## src/rtl/axis_tx_arbiter.sv

```systemverilog
// Frame-locked round-robin arbiter that merges NUM_PORTS AXI-Stream sources onto one MAC TX stream.
// Optional inter-frame gap is enabled with `AXIS_TX_ARB_IFG_EN; the data path is combinational in XFER.
module axis_tx_arbiter #(
  parameter int DATA_WIDTH = 32,
  parameter int NUM_PORTS  = 2,
  parameter int IFG_CYCLES = 3,
  localparam int KEEP_WIDTH = DATA_WIDTH / 8,
  localparam int GW         = $clog2(NUM_PORTS)
) (
  input  logic                             clk,
  input  logic                             reset_n,
  input  logic [NUM_PORTS*DATA_WIDTH-1:0]  s_axis_tdata,
  input  logic [NUM_PORTS*KEEP_WIDTH-1:0]  s_axis_tkeep,
  input  logic [NUM_PORTS-1:0]             s_axis_tvalid,
  input  logic [NUM_PORTS-1:0]             s_axis_tlast,
  output logic [NUM_PORTS-1:0]             s_axis_trdy,
  output logic [DATA_WIDTH-1:0]            m_axis_tdata,
  output logic [KEEP_WIDTH-1:0]            m_axis_tkeep,
  output logic                             m_axis_tvalid,
  output logic                             m_axis_tlast,
  input  logic                             m_axis_trdy,
  output logic [GW-1:0]                    grant_id,
  output logic                             grant_active
);

  typedef enum logic [1:0] {
    S_IDLE = 2'd0,
    S_XFER = 2'd1,
    S_GAP  = 2'd2
  } state_t;

  state_t          r_state;
  logic [GW-1:0]   r_rr_ptr;
  logic [GW-1:0]   r_grant_id;
  logic [GW-1:0]   w_pick;
  logic [GW-1:0]   w_next_ptr;
  logic            w_xfer;
  logic            w_last_hs;

  // First requester at or after ptr, wrapping; lowest offset wins because it is written last.
  function automatic logic [GW-1:0] f_pick(input logic [NUM_PORTS-1:0] req,
                                           input logic [GW-1:0] ptr);
    logic [GW:0] cand;
    f_pick = ptr;
    for (int k = NUM_PORTS - 1; k >= 0; k--) begin
      cand = {1'b0, ptr} + (GW+1)'(k);
      if (cand >= (GW+1)'(NUM_PORTS)) cand = cand - (GW+1)'(NUM_PORTS);
      for (int p = 0; p < NUM_PORTS; p++) begin
        if (cand == (GW+1)'(p) && req[p]) f_pick = cand[GW-1:0];
      end
    end
  endfunction

  assign w_pick     = f_pick(s_axis_tvalid, r_rr_ptr);
  assign w_next_ptr = (r_grant_id == GW'(NUM_PORTS - 1)) ? '0 : r_grant_id + 1'b1;
  assign w_xfer     = (r_state == S_XFER);
  assign w_last_hs  = m_axis_tvalid & m_axis_trdy & m_axis_tlast;

  always_comb begin
    m_axis_tdata  = '0;
    m_axis_tkeep  = '0;
    m_axis_tvalid = 1'b0;
    m_axis_tlast  = 1'b0;
    s_axis_trdy   = '0;
    for (int p = 0; p < NUM_PORTS; p++) begin
      if (w_xfer && r_grant_id == GW'(p)) begin
        m_axis_tdata   = s_axis_tdata[p*DATA_WIDTH +: DATA_WIDTH];
        m_axis_tkeep   = s_axis_tkeep[p*KEEP_WIDTH +: KEEP_WIDTH];
        m_axis_tvalid  = s_axis_tvalid[p];
        m_axis_tlast   = s_axis_tlast[p];
        s_axis_trdy[p] = m_axis_trdy;
      end
    end
  end

  assign grant_id     = r_grant_id;
  assign grant_active = w_xfer;

`ifdef AXIS_TX_ARB_IFG_EN
  logic [3:0] r_gap_cnt;

  always_ff @(posedge clk) begin
    if (!reset_n) begin
      r_state    <= S_IDLE;
      r_rr_ptr   <= '0;
      r_grant_id <= '0;
      r_gap_cnt  <= '0;
    end else begin
      case (r_state)
        S_IDLE: begin
          if (|s_axis_tvalid) begin
            r_grant_id <= w_pick;
            r_state    <= S_XFER;
          end
        end
        S_XFER: begin
          if (w_last_hs) begin
            r_rr_ptr  <= w_next_ptr;
            r_gap_cnt <= 4'(IFG_CYCLES - 1);
            r_state   <= S_GAP;
          end
        end
        S_GAP: begin
          if (r_gap_cnt == 4'd0) r_state <= S_IDLE;
          else                   r_gap_cnt <= r_gap_cnt - 4'd1;
        end
        default: r_state <= S_IDLE;
      endcase
    end
  end
`else
  logic w_unused_ifg;
  assign w_unused_ifg = (IFG_CYCLES > 0);

  always_ff @(posedge clk) begin
    if (!reset_n) begin
      r_state    <= S_IDLE;
      r_rr_ptr   <= '0;
      r_grant_id <= '0;
    end else begin
      case (r_state)
        S_IDLE: begin
          if (|s_axis_tvalid) begin
            r_grant_id <= w_pick;
            r_state    <= S_XFER;
          end
        end
        S_XFER: begin
          if (w_last_hs) begin
            r_rr_ptr <= w_next_ptr;
            r_state  <= S_IDLE;
          end
        end
        default: r_state <= S_IDLE;
      endcase
    end
  end
`endif

endmodule

```

## config.mk

```make
export PLATFORM = sky130hd
export DESIGN_NAME = axis_tx_arbiter
export DESIGN_NICKNAME = d
export VERILOG_FILES = /design/src/rtl/axis_tx_arbiter.sv
export SDC_FILE = /design/constraint.sdc
export NUM_CORES = 1
export LEC_CHECK = 0
export CAP_MARGIN = 20
export CORE_UTILIZATION = 19
export CTS_CLUSTER_SIZE = 16
export DETAILED_ROUTE_END_ITERATION = 8
export GPL_ROUTABILITY_DRIVEN = 0
export GPL_TIMING_DRIVEN = 0
export PLACE_DENSITY = 0.76
export SETUP_SLACK_MARGIN = 0.3
export SLEW_MARGIN = 20
export SYNTH_ARGS = -nofsm -noshare
export SYNTH_HDL_FRONTEND = slang
export SYNTH_SLANG_ARGS = --single-unit
```

## constraint.sdc

```tcl
create_clock -name clk -period 1.2 [get_ports clk]
set_clock_uncertainty 0.05 [all_clocks]
set_input_delay 0.12 -clock clk [delete_from_list [all_inputs] [get_ports clk]]
set_output_delay 0.12 -clock clk [all_outputs]
set_load 0.005 [all_outputs]
```

==> flow_summary.ini, run 1 <==
[floorplanning]
io_pins = 121
die_w_um = 63.21
initial_core_util_pct = 20.53
core-area_um2 = 3468
design.die.area_um2 = 3996
dieHeight_um = 63.21
rows = 21

[sta]
finalSetupViolCount = 41
rsz0062_at_grt = true
post-route-period-util_pct = 126.1
fmax_ghz = 0.6609
hold_viol = 0
fin_setup_tns_ns = -8.910
drv_slew = 0
worstMarginPinSlew_ns = 0.2765
fin_ws_ns = -0.3132
period_minus_slack_ns = 1.513
relSlewSlack_pct = 81.42

[drt]
wire_per_inst_um = 12.20
drt_wl_total_um = 3563
drt_iter0_drc = 23
ant_nets = 0
dr.pass1.iters = 2
num_vias = 1266
viasPerCell = 4.336
post-route-drc-count = 0

[status]
outcome = complete, but fails checks
violations = setup timing

[clock_tree]
cts_max_path_buffers = 2
clock-sinks = 3
clk_latency_ns = 0.21
cts_hold_buf = 0
tritoncts = built
clock-root-buffer = clkbuf_8
numCtsBuffers = 3
path_clk_slew_ns = 0.03
cts_max_level = 1

[global_routing]
antenna_found_initial = 0
grtUsageMet2_pct = 32.66
overflow = 0
grt_max_degree = 11
use_met1_pct = 19.44
grt_pass1_vias = 1233
grt_busiest_layer = met2
grt_pass1_wl_um = 5713
groute.usage.overall_pct = 17.72
use_met3_pct = 4.710

[critical_path]
arrival_ns = 1.34
start_kind = flip-flop
worst_setup_path_end_kind = output pin
r2r_start = grant_id$_SDFFE_PN0P_
crit_path_max_fanout = 7
critical_path_required_ns = 1.03
timing.critical_path.from = grant_id$_SDFFE_PN0P_
critPathKind = flip-flop to output pin

[power]
ir_drop_uv = 633.6
p_leak_nw = 0.9765
powerDensity_nw_per_um2 = 517.6
intPower_mw = 0.8379
clkPwrFrac_pct = 25.0
power_switching_mw = 0.3115
combinationalPowerShare_pct = 65.2
power_frac_seq_pct = 9.8
swShare_pct = 27.10

[logic_synthesis]
synth_area_um2 = 711.9
synthCells = 102
syn_nets = 181
synth.avg_cell_area_um2 = 6.980
ys_types = 16
yosysSeqAreaShare_pct = 8.436
synth-seq-cells = 3
synth_warnings = 0

[layout]
final_cell_mix = clkdlybuf4s50_1, buf_2, nor2_1
finalInstanceArea_um2 = 2221
stdcell_count = 292
final_common_cell = clkdlybuf4s50_1
nets = 326
syn_to_final_growth_pct = 212.0
nFillCells = 324
num_antenna_cells = 0
drive_gt1_share_pct = 33.74

[min_path]
worstHoldStart = r_rr_ptr$_SDFFE_PN0P_
holdCritPathClass = flip-flop to flip-flop

[placed_design]
place.port_buffers = 120
dpl_cell_area_um2 = 1983
post-place-cells = 268
pre_cts_slack_ns = -0.4686
place_hpwl_um = 2656

[flow_run]
maxCapViolations = 0
## final timing paths
path,end,slack (ns),depth (start not counted)
worst max-delay path,m_axis_tdata[18],-0.31,7
worst min-delay path,r_rr_ptr$_SDFFE_PN0P_,0.43,2
worst max register to register,r_rr_ptr$_SDFFE_PN0P_,-0.24,6
worst min register to register,r_rr_ptr$_SDFFE_PN0P_,0.43,2
## area by class of cell
class | count | area, um2 | share of cell area, %
clock buffer | 4 | 45.04 | 2.028
tap | 46 | 57.56 | 2.592
multi-input combinational | 88 | 639.4 | 28.79
buffer | 9 | 132.6 | 5.972
sequential | 3 | 65.06 | 2.930
inverter | 2 | 7.507 | 0.3380
timing repair buffer | 140 | 1274 | 57.35
## worst max-delay path: stages (launching register included)
cell     delay (ns)
dfxtp_2        0.32
buf_12         0.14
buf_12         0.12
buf_16         0.13
buf_6          0.11
mux2i_1        0.10
nor2_1         0.09
buf_2          0.12
## sequential cells by signal, summed over array words and instances (netlist names)
register	flops
grant_id	1
r_rr_ptr	1
r_state	1
## power by group through the flow
stage                     clock, mW  sequential, mW  combinational (mW)
after floorplan                   0           0.113               0.212
after global routing          0.308           0.113               0.804
after global placement            0           0.113               0.675
after detailed placement          0           0.113               0.681
after CTS                     0.309           0.112               0.728
final                         0.288           0.112               0.749
## kinds of logic after synthesis
| kind of cell | Yosys count | share of synthesized area [%] |
|---|---|---|
| AND/OR/NAND/NOR | 45 | 25.66 |
| multiplexers | 39 | 54.83 |
| buffers and inverters | 11 | 7.204 |
| AO/OA/AOI/OAI | 4 | 3.867 |
| flip-flops | 3 | 8.436 |
## synthesized netlist by cell type
| cell | n | share of area (%) |
|---|---|---|
| a21boi_1 | 1 | 1.1 |
| and3_1 | 1 | 0.88 |
| buf_2 | 5 | 3.5 |
| buf_4 | 1 | 1.1 |
| clkbuf_1 | 3 | 1.6 |
| dfxtp_1 | 3 | 8.4 |
| inv_1 | 1 | 0.53 |
| inv_2 | 1 | 0.53 |
| mux2i_1 | 39 | 55 |
| nand2_1 | 2 | 1.1 |
| nand2b_1 | 1 | 0.88 |
| nor2_1 | 40 | 21 |
| nor4_2 | 1 | 1.8 |
| o211ai_1 | 1 | 1.1 |
| o21ai_0 | 1 | 0.70 |
| o31ai_1 | 1 | 1.1 |
## through the flow
stage / util, % / power, mW / hold WS [ns]
after CTS: 62.45 / 1.150 / 0.4293
after detailed placement: 57.18 / 0.7937 / 0.4241
after global routing: 64.03 / 1.225 / 0.4655
after floorplan: - / 0.3247 / 0.1890
final: 64.03 / 1.149 / 0.4332
after global placement: 57.18 / 0.7881 / 0.4157
## what timing repair did
| item | in CTS | in global routing |
|---|---|---|
| resized for setup | 205 | 9 |
| gates cloned | 2 | 0 |
| setup buffers | 15 | 3 |
| endpoints found under the setup margin | 45 | 44 |
| pin swaps | 17 | 16 |
| endpoints found under the hold margin | 0 | 0 |
## per-layer routing
layer / wire length (um) / vias up
li1: - / 636
met1: 1370 / 553
met2: 1811 / 69
met3: 330 / 8
met4: 51 / 0
met5: 0 / -
Power figures use the tool's default switching activity.
==> run 2, diff against run 1 <==
- CORE_MARGIN: default -> 10
==> run 2 against run 1 <==
The run still ends with setup timing left. Hold slack lost 0.021 ns. First-iteration DRC count shrank 22%. Critical endpoint is now m_axis_tlast. Global-route usage shrank 5.1 points. Setup slack lost 0.010 ns. Combinational power grew 3.1%. Critical path depth shrank 2. Highest routed layer unchanged. Final cell count grew 0.34%. Largest power group unchanged. Power grew 1.7%. Fmax shrank 0.66%. Sequential power is essentially flat. Utilization shrank 2.2 points.
==> flow_summary.ini, run 2 (synthesized netlist as in run 1, its figures left out) <==
[status]
outcome = complete, but fails checks
violations = setup timing

[drt]
ant_nets = 0
drt_wl_total_um = 4508
dr.pass1.iters = 4
drt_iter0_drc = 18
post-route-drc-count = 0
num_vias = 1250
viasPerCell = 4.266
wire_per_inst_um = 15.39

[placed_design]
place_hpwl_um = 3731
place.port_buffers = 120
post-place-cells = 270
pre_cts_slack_ns = -0.4717

[critical_path]
arrival_ns = 1.35
cpPeakStageDelay_ns = 0.34
reg2reg_to = r_rr_ptr$_SDFFE_PN0P_
crit_path_max_fanout = 7
critical_path_required_ns = 1.03
rrSetupSlack_ns = -0.16
worstRegToRegCells = 5
timing.critical_path.from = grant_id$_SDFFE_PN0P_
crit_path_end = m_axis_tlast
path_cells = buf_12 > buf_4 > mux2i_4 > nor2_1 > clkdlybuf4s15_2
start_kind = flip-flop
crit_slowest_cell = dfxtp_2
worst_setup_path_end_kind = output pin
critPathKind = flip-flop to output pin
r2r_start = grant_id$_SDFFE_PN0P_

[global_routing]
groute.usage.overall_pct = 12.63
antenna_found_initial = 0
overflow = 0
grt_max_degree = 11
grt_pass1_wl_um = 6637
grt_pass1_vias = 1355

[sta]
fin_hold_ws_ns = 0.4120
worstMarginPinSlew_ns = 0.2577
finalSetupViolCount = 43
post-route-period-util_pct = 126.9
rsz0062_at_grt = true
hold_viol = 0
fin_ws_ns = -0.3233
relSlewSlack_pct = 82.69
drv_slew = 0
period_minus_slack_ns = 1.523
fmax_ghz = 0.6565
fin_setup_tns_ns = -9.426

[min_path]
holdCritPathClass = flip-flop to flip-flop

[layout]
nets = 325
stdcell_count = 293
syn_to_final_growth_pct = 215.6
multiInputGateArea_um2 = 653.1
nFillCells = 350
drive_gt1_share_pct = 33.88
num_antenna_cells = 0
regArea_um2 = 65.06
final_cell_mix = clkdlybuf4s50_1, nor2_1, buf_2
final_common_cell = clkdlybuf4s50_1

[power]
p_leak_nw = 0.9717
ir_drop_uv = 847.4
finalPower_mw = 1.169
powerDensity_nw_per_um2 = 520.3

[floorplanning]
design.die.area_um2 = 6595
dieHeight_um = 81.21
initial_core_util_pct = 19.59
die_w_um = 81.21
core-area_um2 = 3633
rows = 22
io_pins = 121

[clock_tree]
clk_latency_ns = 0.21
cts_hold_buf = 0
cts_max_level = 1
path_clk_slew_ns = 0.03
numCtsBuffers = 3
cts_max_path_buffers = 2
clock-sinks = 3
tritoncts = built
clock-root-buffer = clkbuf_8

[flow_run]
maxCapViolations = 0
run 2: power breakdown:
group / switching [mW] / internal [mW] / total (mW)
clock: 0.0595 / 0.226 / 0.285
sequential: 0.00554 / 0.106 / 0.111
combinational: 0.255 / 0.517 / 0.772
total: 0.320 / 0.849 / 1.17
run 2: metrics by stage:
| stage | util (%) | area, um2 |
|---|---|---|
| 3_5_place_dp | 54.65 | 1986 |
| 3_3_place_gp | 54.65 | 1986 |
| 2_1_floorplan | - | 724.4 |
| 6_report | 61.85 | 2247 |
| 5_1_grt | 61.85 | 2247 |
| 4_1_cts | 60.37 | 2193 |
run 2: layout make-up:
cell class	instances	area share (%)
plain buffers	9	5.902
flip-flops and latches	3	2.895
multi-input cells	88	29.06
well taps	48	2.673
inverters	2	0.3341
clock buffers	4	2.004
repair buffers	139	57.13
run 2: worst min-delay path by stage:
stage | startpoint | end | slack, ns | cells after the start
CTS | r_rr_ptr$_SDFFE_PN0P_ | r_rr_ptr$_SDFFE_PN0P_ | 0.42 | 2
detailed placement | r_rr_ptr$_SDFFE_PN0P_ | r_rr_ptr$_SDFFE_PN0P_ | 0.42 | 2
global route | r_rr_ptr$_SDFFE_PN0P_ | r_rr_ptr$_SDFFE_PN0P_ | 0.46 | 2
finish | r_rr_ptr$_SDFFE_PN0P_ | r_rr_ptr$_SDFFE_PN0P_ | 0.41 | 2
global placement | r_rr_ptr$_SDFFE_PN0P_ | r_rr_ptr$_SDFFE_PN0P_ | 0.41 | 2
floorplan | reset_n | r_state[0]$_SDFFE_PN0P_ | 0.19 | 2
run 2: worst max-delay path, delay by kind of cell, from the launching register on:
kind,cells,cell delay (ns)
buffers and inverters,3,0.49
multiplexers,1,0.25
AND/OR/NAND/NOR,1,0.06
flip-flops,1,0.34
run 2: metal layers:
layer | global-route usage [%] | wire length [um] | up-vias
met3 | 5.519 | 381 | 2
met2 | 23.57 | 2428 | 56
met4 | 2.249 | 24 | 0
met1 | 12.85 | 1673 | 559
met5 | 0 | 0 | -
li1 | - | - | 633
run 2: timing repair:
item,4_1_cts,5_1_grt
pin swaps,2,8
gates cloned,2,0
setup buffers,14,3
endpoints found under the setup margin,45,45
gates resized for setup,208,8
==> run 3, diff against run 2 <==
- SKIP_CTS_REPAIR_TIMING: default -> 1
==> run 3 against run 2 <==
The run still ends with setup timing left. Setup slack improved by 0.056 ns. Cell area shrank 3.1%. Flip-flop and latch count is the same. Hold slack hardly changed. Sequential share of layout area is 0.091 points higher. Critical path type unchanged. Largest power group unchanged.
==> flow_summary.ini, run 3 (synthesized netlist as in run 1, its figures left out) <==
[global_routing]
overflow = 0
groute.usage.overall_pct = 11.53
grt_max_degree = 11
grt_pass1_vias = 1263
grt_pass1_wl_um = 6037
antenna_found_initial = 0

[placed_design]
place_hpwl_um = 3731
place.port_buffers = 120
post-place-cells = 270

[min_path]
holdCritPathClass = flip-flop to flip-flop
holdPathStages = 2
worstHoldStart = r_rr_ptr$_SDFFE_PN0P_
whs_endpoint = r_rr_ptr$_SDFFE_PN0P_

[critical_path]
arrival_ns = 1.30
critPathKind = flip-flop to output pin
r2r_start = grant_id$_SDFFE_PN0P_
crit_path_max_fanout = 7
reg2reg_to = r_rr_ptr$_SDFFE_PN0P_
rrSetupSlack_ns = -0.20
start_kind = flip-flop
worst_setup_path_end_kind = output pin
critical_path_required_ns = 1.03
worstRegToRegCells = 5

[floorplanning]
io_pins = 121
rows = 22
core-area_um2 = 3633
initial_core_util_pct = 19.59
design.die.area_um2 = 6595
die_w_um = 81.21
dieHeight_um = 81.21

[layout]
post-route-util_pct = 59.95
nFillCells = 354
drive_gt1_share_pct = 32.65
final_cell_mix = clkdlybuf4s50_1, nor2_1, mux2i_1
num_antenna_cells = 0
stdcell_count = 293
syn_to_final_growth_pct = 206.0
final_common_cell = clkdlybuf4s50_1
nets = 325

[sta]
fmax_ghz = 0.6813
finalSetupViolCount = 42
drv_slew = 0
rsz0062_at_grt = true
relSlewSlack_pct = 81.97
fin_ws_ns = -0.2678
worstMarginPinSlew_ns = 0.2684
period_minus_slack_ns = 1.468
hold_viol = 0
post-route-period-util_pct = 122.3

[status]
violations = setup timing
outcome = complete, but fails checks

[clock_tree]
cts_max_path_buffers = 2
tritoncts = built
clk_latency_ns = 0.21
clock-sinks = 3
clock-root-buffer = clkbuf_8
path_clk_slew_ns = 0.03
numCtsBuffers = 3
cts_max_level = 1

[power]
p_leak_nw = 0.9543
ir_drop_uv = 852.5
powerDensity_nw_per_um2 = 519.4

[drt]
ant_nets = 0
drt_iter0_drc = 12
dr.pass1.iters = 4
wire_per_inst_um = 15.19
post-route-drc-count = 0
num_vias = 1254
viasPerCell = 4.280
drt_wl_total_um = 4452

[flow_run]
maxCapViolations = 0
-- run 3: cell count changes in the layout (fill, tap and decap cells not counted), moves of 2 or more --
cell and change:
clkbuf_16 +2, buf_16 -2, clkbuf_2 +32, buf_12 -3, buf_4 +5, buf_2 -31
-- run 3: area by class of cell --
type / instances / area, um2 / area share (%)
plain buffers: 9 / 135.1 / 6.203
clock buffers: 4 / 45.04 / 2.068
inverters: 2 / 7.507 / 0.3446
multi-input cells: 88 / 645.6 / 29.64
flip-flops and latches: 3 / 65.06 / 2.987
well taps: 48 / 60.06 / 2.757
repair buffers: 139 / 1220 / 56.00
-- run 3: metal layers --
metal  vias to the layer above  track usage (%)  routed length [um]
met3                         2            5.519                 374
met2                        62            21.18                2385
li1                        632                -                   -
met4                         0            1.557                   2
met5                         -                0                   0
met1                       558            11.91                1689
-- run 3: where the power goes --
part / switching [mW] / internal (mW)
clock network: 0.0595 / 0.226
registers: 0.00669 / 0.106
logic: 0.246 / 0.487
total: 0.312 / 0.819
-- run 3: worst max path at each step --
stage                               start                    end  depth (start not counted)
floorplan           grant_id$_SDFFE_PN0P_  r_rr_ptr$_SDFFE_PN0P_                          4
global placement    grant_id$_SDFFE_PN0P_       m_axis_tdata[21]                          5
detailed placement  grant_id$_SDFFE_PN0P_       m_axis_tdata[21]                          5
CTS                 grant_id$_SDFFE_PN0P_       m_axis_tdata[21]                          5
global route        grant_id$_SDFFE_PN0P_       m_axis_tdata[28]                          6
finish              grant_id$_SDFFE_PN0P_       m_axis_tdata[28]                          6
-- run 3: critical path: stages, from the launching register on --
cell and delay (ns):
dfxtp_2 0.34, buf_12 0.15, buf_12 0.12, buf_6 0.09, mux2i_1 0.19, nor2_1 0.07
clkbuf_2 0.12
-- run 3: stage by stage --
stage	setup TNS [ns]	instance area [um2]	power [mW]	setup WS, ns	hold slack [ns]
after CTS	-26.42	2031	1.104	-0.7129	0.4202
final	-8.612	2178	1.132	-0.2678	0.4117
after global placement	-17.47	1986	0.8010	-0.4940	0.4131
after floorplan	0	724.4	0.3247	0.03901	0.1890
after detailed placement	-17.30	1986	0.8059	-0.4717	0.4163
after global routing	-11.69	2178	1.222	-0.3477	0.4561
